==> src/rtl/serial_addsub_n.sv <==
// rtl/serial_addsub_n.sv - parametrised bit-serial adder/subtractor, LSB first
// Optional zero flag on the final sum: define SERIAL_ADDSUB_ZERO_EN.
module serial_addsub_n #(
  parameter int WIDTH = 8,
  parameter int CNT_W = $clog2(WIDTH + 1)
) (
  input  logic             clk,
  input  logic             rst,
  input  logic             load,
  input  logic             sub,
  input  logic [WIDTH-1:0] a,
  input  logic [WIDTH-1:0] b,
  output logic             sum_bit,
  output logic             carry_bit,
  output logic [WIDTH-1:0] sum,
  output logic             cout,
  output logic             overflow,
  output logic             busy,
  output logic             done
`ifdef SERIAL_ADDSUB_ZERO_EN
  ,
  output logic             zero
`endif
);

  typedef enum logic [1:0] {
    S_IDLE  = 2'd0,
    S_SHIFT = 2'd1,
    S_DONE  = 2'd2
  } state_t;

  state_t           state_q, state_d;
  logic [WIDTH-1:0] a_q, a_d;
  logic [WIDTH-1:0] b_q, b_d;
  logic [WIDTH-1:0] sum_q, sum_d;
  logic [CNT_W-1:0] cnt_q, cnt_d;
  logic             carry_q, carry_d;
  logic             sum_bit_q, sum_bit_d;
  logic             carry_bit_q, carry_bit_d;
  logic             cout_q, cout_d;
  logic             ovf_q, ovf_d;
`ifdef SERIAL_ADDSUB_ZERO_EN
  logic             any_q, any_d;
  logic             zero_q, zero_d;
`endif

  logic accept;
  logic last;
  logic s;
  logic c;

  // A load is honoured in IDLE and in the DONE cycle (back-to-back), never mid-shift.
  assign accept = load && (state_q != S_SHIFT);
  assign last   = (cnt_q == CNT_W'(WIDTH - 1));

  always_comb begin
    s = a_q[0] ^ b_q[0] ^ carry_q;
    c = (a_q[0] & b_q[0]) | (a_q[0] & carry_q) | (b_q[0] & carry_q);
  end

  always_ff @(posedge clk or posedge rst) begin
    if (rst) begin
      state_q <= S_IDLE;
    end else begin
      state_q <= state_d;
    end
  end

  always_comb begin
    state_d = state_q;
    case (state_q)
      S_IDLE:  if (load) state_d = S_SHIFT;
      S_SHIFT: if (last) state_d = S_DONE;
      S_DONE:  state_d = load ? S_SHIFT : S_IDLE;
      default: state_d = S_IDLE;
    endcase
  end

  always_comb begin
    busy = (state_q == S_SHIFT);
    done = (state_q == S_DONE);
  end

  always_comb begin
    a_d         = a_q;
    b_d         = b_q;
    sum_d       = sum_q;
    cnt_d       = cnt_q;
    carry_d     = carry_q;
    sum_bit_d   = sum_bit_q;
    carry_bit_d = carry_bit_q;
    cout_d      = cout_q;
    ovf_d       = ovf_q;
`ifdef SERIAL_ADDSUB_ZERO_EN
    any_d       = any_q;
    zero_d      = zero_q;
`endif
    if (accept) begin
      // Subtraction is a + ~b + 1: invert B and seed the carry with sub.
      a_d     = a;
      b_d     = sub ? ~b : b;
      carry_d = sub;
      cnt_d   = '0;
      sum_d   = '0;
      cout_d  = 1'b0;
      ovf_d   = 1'b0;
`ifdef SERIAL_ADDSUB_ZERO_EN
      any_d   = 1'b0;
      zero_d  = 1'b0;
`endif
    end else if (state_q == S_SHIFT) begin
      sum_bit_d   = s;
      carry_bit_d = c;
      carry_d     = c;
      sum_d       = {s, sum_q[WIDTH-1:1]};
      a_d         = a_q >> 1;
      b_d         = b_q >> 1;
      cnt_d       = cnt_q + CNT_W'(1);
`ifdef SERIAL_ADDSUB_ZERO_EN
      any_d       = any_q | s;
`endif
      if (last) begin
        ovf_d  = carry_q ^ c;
        cout_d = c;
`ifdef SERIAL_ADDSUB_ZERO_EN
        zero_d = ~(any_q | s);
`endif
      end
    end
  end

  always_ff @(posedge clk or posedge rst) begin
    if (rst) begin
      a_q         <= '0;
      b_q         <= '0;
      sum_q       <= '0;
      cnt_q       <= '0;
      carry_q     <= 1'b0;
      sum_bit_q   <= 1'b0;
      carry_bit_q <= 1'b0;
      cout_q      <= 1'b0;
      ovf_q       <= 1'b0;
`ifdef SERIAL_ADDSUB_ZERO_EN
      any_q       <= 1'b0;
      zero_q      <= 1'b0;
`endif
    end else begin
      a_q         <= a_d;
      b_q         <= b_d;
      sum_q       <= sum_d;
      cnt_q       <= cnt_d;
      carry_q     <= carry_d;
      sum_bit_q   <= sum_bit_d;
      carry_bit_q <= carry_bit_d;
      cout_q      <= cout_d;
      ovf_q       <= ovf_d;
`ifdef SERIAL_ADDSUB_ZERO_EN
      any_q       <= any_d;
      zero_q      <= zero_d;
`endif
    end
  end

  assign sum_bit   = sum_bit_q;
  assign carry_bit = carry_bit_q;
  assign sum       = sum_q;
  assign cout      = cout_q;
  assign overflow  = ovf_q;
`ifdef SERIAL_ADDSUB_ZERO_EN
  assign zero      = zero_q;
`endif

endmodule
==> config.mk <==
export PLATFORM = sky130hd
export DESIGN_NAME = serial_addsub_n
export DESIGN_NICKNAME = d
export VERILOG_FILES = /design/src/rtl/serial_addsub_n.sv
export SDC_FILE = /design/constraint.sdc
export NUM_CORES = 1
export LEC_CHECK = 0
export CAP_MARGIN = 40
export CORE_MARGIN = 2
export CORE_UTILIZATION = 55
export CTS_BUF_LIST = sky130_fd_sc_hd__clkbuf_8
export DETAILED_ROUTE_END_ITERATION = 16
export DONT_BUFFER_PORTS = 1
export PLACE_DENSITY = 0.71
export SLEW_MARGIN = 20
export SYNTH_ARGS = -nofsm -noshare
export SYNTH_HDL_FRONTEND = slang
export SYNTH_SLANG_ARGS = --single-unit
==> constraint.sdc <==
create_clock -name clk -period 1.35 [get_ports clk]
set_clock_uncertainty 0.2 [all_clocks]
set_input_delay 0.0675 -clock clk [delete_from_list [all_inputs] [get_ports clk]]
set_output_delay 0.0675 -clock clk [all_outputs]
set_load 0.1 [all_outputs]
==> results.yml, run 1 <==
drt:
  ant_nets: 0
  drc_errors: 0
  wl_um: 3600
  vias_per_cell: 5.31
  drtIter0Drc: 41
  wl_met2_um: 1820
  met1_length_um: 1540
  routedWlPerCell_um: 14.9
  num_vias: 1286
  first_pass_iters: 4
  routed.top_layer: "met4"
  dr_wl_met3_um: 153
placed_design:
  pre_cts_slack_ps: -81.3
  gp_congestion: 0.730
  numPortBuffers: 0
  post-dp-hpwl_um: 2150
sta:
  max_freq_mhz: 698
  final.setup.tns_ps: -305
  maxSlewViolCount: 0
  tightest_slew_ps: 436
  setup_violations: 7
  hold_viol_final: 9
  rsz0062_at_grt: "yes"
  final_min_period_over_clock_period_pct: 106
  relSlewSlack_pct: 70.9
  setup_slack_ps: -83.2
  timing.hold.ws_ps: -214
  period_needed_ps: 1430
global_route:
  grt_max_degree: 36
  overflow: 0
  antenna_found_initial: 0
  grt.total_usage_pct: 22.3
  grt_pass1_vias: 1274
  grt_pass1_wl_um: 5640
setup_path:
  end_kind: "flop"
  reg2reg_slack_ps: -80
  cp_data_required_time_ps: 1330
  startpoint_type: "flop"
  reg2reg_from: "b_q[0]"
  rr_worst_depth: 4
  crit_type: "reg -> reg"
  cp_max_fo: 4
  cp.arrival_ps: 1420
  r2r_end: "overflow"
finish:
  syn2layout_area_growth_pct: 34.7
  ff_latch_area_sq_um: 891
  layout-drive-gt1-share_pct: 29.7
  fill_cells: 203
  finalNetCount: 230
  antennaDiodeCount: 0
  multi_input_area_sq_um: 714
clocking:
  root_buffer: "clkbuf_8"
  clk_latency_ps: 290
  numCtsBuffers: 5
  cts_tree: "built"
  cts_sinks: 35
  clock_path_buffers: 2
  clk_pin_slew_worst_paths_ps: 70
  htree_levels: 2
logic_synthesis:
  yosys.area.top_type: "dfrtp_1"
  synth_most_common_cell: "dfrtp_1"
  synthArstFlopShare_pct: 100
  muxShareOfSynthArea_pct: 11.8
  synthSimpleGateAreaFrac_pct: 11.4
  synth_top_area_share_pct: 52.3
  synth.cell_area_sq_um: 1670
  synth-seq-cells: 35
  syn_area_per_cell_sq_um: 10.4
  synth_top_family_by_area: "multiplexers"
  yosysUniqueCellTypes: 26
  synth_compound_area_share_pct: 10.8
  synth_fa_ha_area_share_pct: 1.94
  yosysSeqAreaShare_pct: 52.3
  yosys-top-cells-count: "35 x dfrtp_1, 34 x nand2_1, 27 x o21ai_0"
  synth.area.top_cells: "dfrtp_1 52%, mux2i_1 9.6%, o21ai_0 8.1%, nand2_1 7.6%, xor2_1 4.2%"
  synth-main-ff-cell: "dfrtp_1"
  ys.warnings.count: 0
  synth_edf_count: 0
  syn_nets: 183
  synthCells: 161
  synthXorXnorAreaFrac_pct: 5.23
floorplan:
  dieHeight_um: 59.2
  die_area_sq_um: 3500
  start_util_pct: 56.2
  rows: 20
  die_w_um: 59.2
  core_sq_um: 2980
  io_pins: 34
run:
  maxCapViolations: 0
hold_path:
  min_to: "b_q[7]"
  hp-class: "in -> reg"
  hp-start: "sub"
  min_path_cells: 2
outcome:
  status: "finished, violations left"
  violations: "negative hold slack, negative setup slack"
pwr:
  vdd_drop_max_mv: 1.15
  cellPowerDensity_nw_per_um2: 2640
  p_leak_uw: 0.00106
==> state kept, by name, summed over array words and instances, names as in the netlist <==
signal and count:
b_q 8, state_q 2, a_q 8, sum 8
cnt_q 4, overflow 1, cout 1, carry_q 1
carry_bit 1, sum_bit 1
==> cell type report <==
class                   count  share of cell area, %
multi-input cells         108                   31.7
well taps                  33                   1.83
inverters                   8                   1.66
repair buffers             50                   21.3
flip-flops and latches     35                   39.5
clock inverters             2                  0.388
clock buffers               6                   3.66
==> power by group <==
group | switching, uW | internal (uW)
clock | 377 | 404
combinational | 2260 | 1100
sequential | 293 | 1520
total | 2930 | 3030
==> worst max-delay path by stage <==
| stage | startpoint | to | slack [ps] | cells after the start |
|---|---|---|---|---|
| 5_1_grt | b_q[0] | overflow | -130 | 4 |
| 3_5_place_dp | a_q[0] | cout | -80 | 3 |
| 2_1_floorplan | a_q[0] | overflow | 5 | 4 |
| 4_1_cts | b_q[0] | overflow | -60 | 4 |
| 6_report | b_q[0] | overflow | -80 | 4 |
| 3_3_place_gp | a_q[0] | overflow | -20 | 4 |
==> logic make-up after synthesis <==
logic type               count (synthesis)
AO/OA/AOI/OAI                           33
XOR/XNOR                                10
adder cells (fa/ha/maj)                  2
buffers and inverters                   18
flip-flops                              35
multiplexers                            18
AND/OR/NAND/NOR                         45
==> through the flow <==
stage / std cells / util (%) / instance area, sq um / hold slack (ps) / total power, uW
floorplan: 161 / - / 1690 / 21.0 / 4160
global placement: 207 / 61.8 / 1840 / -125 / 4650
detailed placement: 207 / 61.8 / 1840 / -117 / 4750
CTS: 229 / 70.5 / 2100 / -342 / 5730
global route: 242 / 75.7 / 2250 / -202 / 6300
finish: 242 / 75.7 / 2250 / -214 / 5960
==> layer usage <==
metal | up-vias | GRT usage [%]
met4 | 0 | 9.42
li1 | 628 | -
met1 | 620 | 26.2
met5 | - | 0
met3 | 9 | 8.52
met2 | 29 | 36.5
==> critical path, cell delays in order (launching register included) <==
cell	delay, ps
dfrtp_1	380
inv_2	50
fa_2	430
xnor2_1	150
o2bb2ai_1	110
==> layout by cell type (no fill, tap or decap) <==
cell / count
dfrtp_2: 12
buf_4: 25
inv_8: 1
xnor2_1: 2
clkbuf_8: 6
xor2_1: 8
and2b_2: 1
buf_6: 1
mux2_4: 1
nand3_1: 4
dfrtp_1: 23
o211a_1: 1
a211oi_1: 1
o21ai_2: 2
inv_2: 2
dlygate4sd3_1: 20
clkinv_2: 1
buf_12: 4
nand3b_1: 1
mux2i_4: 1
a21oi_1: 2
o32ai_2: 1
fa_2: 1
ha_2: 1
nor2_1: 4
inv_1: 6
nand2b_4: 1
mux2i_1: 15
o2bb2ai_1: 1
mux2i_2: 1
nand2_1: 34
o21ai_0: 25
==> repair_timing <==
item,CTS,global route
gates resized for setup,12,7
pin swaps,7,2
buffers inserted,3,3
hold buffers,11,10
hold endpoints to repair,61,18
setup endpoints to repair,19,28
Power figures use the tool's default switching activity.
==> run 2: changes to the inputs <==
Settings changed: GPL_TIMING_DRIVEN set to 0.
==> run 2 against run 1 <==
Global-route usage up 3.2 points; clock power is 7.3% higher; worst setup slack worse by 40 ps; critical endpoint unchanged; the flow finishes with violations (negative setup slack); largest power group is now registers; sequential power grew 66%.
==> results.yml, run 2 (synthesis gave the netlist of run 1 again) <==
outcome:
  status: "finished, violations left"
  violations: "negative setup slack"
finish:
  syn2layout_area_growth_pct: 34.0
  fill_cells: 203
  finalNetCount: 220
  layoutNonFillerInstCount: 232
  layout_commonest_cell: "nand2_1"
  mostFrequentLayoutCells: "30 x nand2_1, 23 x dfrtp_1, 19 x dlygate4sd3_1, 17 x o21ai_0, 15 x mux2i_1"
  antennaDiodeCount: 0
  layout-drive-gt1-share_pct: 33.2
floorplan:
  core_sq_um: 2980
  start_util_pct: 56.2
  die_w_um: 59.2
  io_pins: 34
  rows: 20
  dieHeight_um: 59.2
  die_area_sq_um: 3500
sta:
  setup_violations: 9
  maxSlewViolCount: 0
  rsz0062_at_grt: "yes"
  setup_slack_ps: -123
  hold_viol_final: 0
  tightest_slew_ps: 718
  period_needed_ps: 1470
  max_freq_mhz: 679
  relSlewSlack_pct: 52.1
  final_min_period_over_clock_period_pct: 109
placed_design:
  post-dp-hpwl_um: 2270
  numPortBuffers: 0
  place_inst: 194
  gp_congestion: 0.773
  pre_cts_slack_ps: -127
drt:
  first_pass_iters: 4
  ant_nets: 0
  vias_per_cell: 5.62
  drc_errors: 0
  wl_um: 3960
  drtIter0Drc: 50
  routedWlPerCell_um: 17.1
  num_vias: 1304
global_route:
  grt_pass1_wl_um: 6390
  grt_pass1_vias: 1365
  overflow: 0
  antenna_found_initial: 0
  grt_max_degree: 36
  grt.total_usage_pct: 25.5
setup_path:
  cp_max_fo: 3
  r2r_end: "overflow"
  startpoint_type: "flop"
  crit_type: "reg -> reg"
  reg2reg_from: "a_q[0]"
  rr_worst_depth: 4
  reg2reg_slack_ps: -120
  cp.arrival_ps: 1440
  cp_data_required_time_ps: 1320
  crit_path_start: "a_q[0]"
  end_kind: "flop"
clocking:
  numCtsBuffers: 5
  cts_sinks: 35
  cts_tree: "built"
  clock_path_buffers: 2
  htree_levels: 2
  clk_pin_slew_worst_paths_ps: 70
  root_buffer: "clkbuf_8"
  clk_latency_ps: 290
run:
  maxCapViolations: 0
pwr:
  p_leak_uw: 0.00102
  vdd_drop_max_mv: 1.52
  cellPowerDensity_nw_per_um2: 2770
hold_path:
  min_to: "a_q[2]"
  min_path_cells: 3
  hp-start: "load"
  hp-class: "in -> reg"
==> run 2: per-layer routing <==
metal	part of all wire, %	track usage, %	vias up
met3	4.1	6.99	8
met1	39	28.9	651
li1	-	-	607
met5	0	0	-
met4	1.9	11.0	0
met2	55	44.8	38
==> run 2: stage by stage <==
step | hold slack, ps | TNS, ps | utilization, % | instance area, sq um | total power (uW)
3_3_place_gp | 32.1 | -1720 | 58.2 | 1730 | 4420
3_5_place_dp | -101 | -1180 | 58.2 | 1730 | 4520
5_1_grt | 27.7 | -1070 | 75.3 | 2240 | 6540
6_report | 25.2 | -633 | 75.3 | 2240 | 6210
4_1_cts | 17.4 | -484 | 73.6 | 2190 | 5970
2_1_floorplan | 21.0 | 0 | - | 1690 | 4160
==> run 2: worst max path at each step <==
stage               end  slack [ps]  cells after the start
3_3_place_gp     sum[3]         -90                      1
2_1_floorplan  overflow           5                      4
4_1_cts            done        -110                      1
6_report       overflow        -120                      4
3_5_place_dp     sum[0]        -130                      5
5_1_grt            cout        -180                      4
==> run 2: cell type report <==
| class | count | area (sq um) | share of cell area, % |
|---|---|---|---|
| Inverter | 8 | 37.5 | 1.67 |
| Buffer | 9 | 95.1 | 4.24 |
| Tap cell | 33 | 41.3 | 1.84 |
| Sequential cell | 35 | 891 | 39.7 |
| Clock buffer | 7 | 96.3 | 4.29 |
| Timing Repair Buffer | 31 | 313 | 13.9 |
| Multi-Input combinational cell | 108 | 762 | 34.0 |
| Clock inverter | 1 | 7.51 | 0.335 |
==> run 2: critical path, stage by stage (launching register included) <==
cell	delay (ps)
dfrtp_1	360
inv_2	50
fa_2	440
xnor2_2	170
o2bb2ai_1	130
==> run 2: power breakdown <==
group | switching, uW | leakage, uW | internal (uW) | total, uW
Sequential | 1500 | 0.000434 | 1500 | 3010
Combinational | 1230 | 0.000538 | 1140 | 2370
Clock | 374 | 0.0000505 | 464 | 838
Total | 3110 | 0.00102 | 3100 | 6210
==> run 2: timing repair <==
action | in CTS | in global routing
cloned | 1 | 0
endpoints found under the setup margin | 28 | 24
hold endpoints to repair | 56 | 0
buffers inserted | 8 | 3
pin swaps | 7 | 7
hold buffers | 19 | 0
gates resized for setup | 20 | 25
==> run 3: changes to the inputs <==
Settings changed: MAX_ROUTING_LAYER set to met4, TNS_END_PERCENT set to 20.
==> run 3 against run 2 <==
The flow still finishes with violations (negative setup slack); global-route usage is 0.086 points higher; maximum frequency is 3.5% lower; power is 5.3% higher; worst hold slack worse by 3.2 ps; worst setup slack worse by 53 ps; combinational power is 42% higher; clock power is 18% lower; critical endpoint unchanged; highest routed layer unchanged.
==> results.yml, run 3 (synthesis gave the netlist of run 1 again) <==
outcome:
  status: "finished, violations left"
  violations: "negative setup slack"
setup_path:
  r2r_end: "overflow"
  startpoint_type: "flop"
  end_kind: "flop"
  crit_chain: "ha_2 > nand3b_1 > buf_4 > nor2_1 > o2bb2ai_2"
  worst_path_largest_cell_delay_ps: 390
  cpMaxStageDelayCell: "dfrtp_1"
  reg2reg_slack_ps: -180
  cp.arrival_ps: 1530
  reg2reg_from: "cnt_q[0]"
  rr_worst_depth: 5
  cp_max_fo: 3
  cp_data_required_time_ps: 1360
  crit_type: "reg -> reg"
sta:
  rsz0062_at_grt: "yes"
  maxSlewViolCount: 0
  final_min_period_over_clock_period_pct: 113
  period_needed_ps: 1530
  final.setup.tns_ps: -787
  setup_slack_ps: -176
  tightest_slew_ps: 722
  relSlewSlack_pct: 51.8
  max_freq_mhz: 655
  setup_violations: 10
  hold_viol_final: 0
placed_design:
  post-dp-hpwl_um: 2200
  gp_congestion: 0.765
  post_dp_cell_area_sq_um: 1910
  numPortBuffers: 0
floorplan:
  rows: 20
  dieHeight_um: 59.2
  start_util_pct: 56.2
  io_pins: 34
  core_sq_um: 2980
  die_w_um: 59.2
  die_area_sq_um: 3500
clocking:
  numCtsBuffers: 5
  clock_path_buffers: 2
  htree_levels: 2
  cts_tree: "built"
  root_buffer: "clkbuf_8"
  clk_latency_ps: 280
  clk_pin_slew_worst_paths_ps: 70
  cts_sinks: 35
run:
  maxCapViolations: 0
finish:
  finalNetCount: 233
  antennaDiodeCount: 0
  utilization_pct: 80.1
  final_area_sq_um: 2390
  mostFrequentLayoutCells: "31 x nand2_1, 29 x dfrtp_1, 19 x dlygate4sd3_1, 16 x o21ai_0, 15 x mux2i_1"
  syn2layout_area_growth_pct: 42.5
  layout_commonest_cell: "nand2_1"
  layout-drive-gt1-share_pct: 28.4
drt:
  drc_errors: 0
  ant_nets: 0
  num_vias: 1356
  drtIter0Drc: 61
  vias_per_cell: 5.56
  routedWlPerCell_um: 16.8
  first_pass_iters: 4
  wl_um: 4110
pwr:
  p_leak_uw: 0.00111
  vdd_drop_max_mv: 1.23
  cellPowerDensity_nw_per_um2: 2740
  p_total_uw: 6540
hold_path:
  min_to: "a_q[0]"
  hp-class: "in -> reg"
  hp-start: "load"
  min_path_cells: 3
global_route:
  antenna_found_initial: 0
  grt_pass1_vias: 1330
  grt_max_degree: 36
  grt_pass1_wl_um: 6230
  grt.total_usage_pct: 25.6
  overflow: 0
-- run 3: cell count changes in the layout (fill, tap and decap cells not counted), sizes merged --
cell	change
clkinvlp	-1
buf	+13
clkbuf	-3
inv	+3
-- run 3: worst max path at each step --
stage	from	end	slack (ps)
after floorplan	sum[3]	sum[3]	-80
after global placement	a_q[0]	overflow	-140
after detailed placement	a_q[0]	overflow	-160
after CTS	state_q[0]	done	-100
after global routing	cnt_q[0]	cout	-190
final	cnt_q[0]	overflow	-180
-- run 3: repair_timing --
action                                  CTS  global route
gates cloned                              1             1
pin swaps                                 5             2
endpoints found under the setup margin   38            31
hold buffers                             19             0
endpoints found under the hold margin    56             0
resized for setup                        21            26
buffers inserted                          7             3
-- run 3: metrics by stage --
stage / instances / hold WS [ps] / worst slack (ps)
finish: 244 / 22.0 / -176
global route: 244 / 35.2 / -192
CTS: 240 / 24.0 / -97.5
detailed placement: 206 / -92.1 / -157
global placement: 194 / 34.0 / -138
floorplan: 161 / 21.7 / -76.3
-- run 3: area by class of cell --
type                       instances  area [sq um]
multi-input combinational        108           742
timing repair buffer              42           489
fill                             166           592
buffer                            10           110
inverter                           8          37.5
timing repair inverter             1          6.26
clock buffer                       5          68.8
tap                               33          41.3
clock inverter                     2          7.51
sequential                        35           883
-- run 3: worst max-delay path: cells and delay by family (launching register included) --
family	cells	cell delay, ps
AOI/OAI and AO/OA	1	140
adders and majority gates	1	210
buffers and inverters	1	180
DFF	1	390
and+or+nand+nor	2	320
-- run 3: layer usage --
| metal | GRT usage (%) | part of all wire, % | up-vias |
|---|---|---|---|
| met4 | 10.1 | 1.9 | 0 |
| met3 | 6.55 | 4.2 | 9 |
| li1 | - | - | 632 |
| met2 | 42.2 | 55 | 42 |
| met1 | 29.9 | 39 | 673 |
| met5 | - | 0 | - |
-- run 3: power breakdown --
group	switching, uW	internal [uW]	leakage, uW
clock network	346	339	0.0000466
logic	1840	1530	0.000619
registers	980	1500	0.000442
total	3170	3370	0.00111
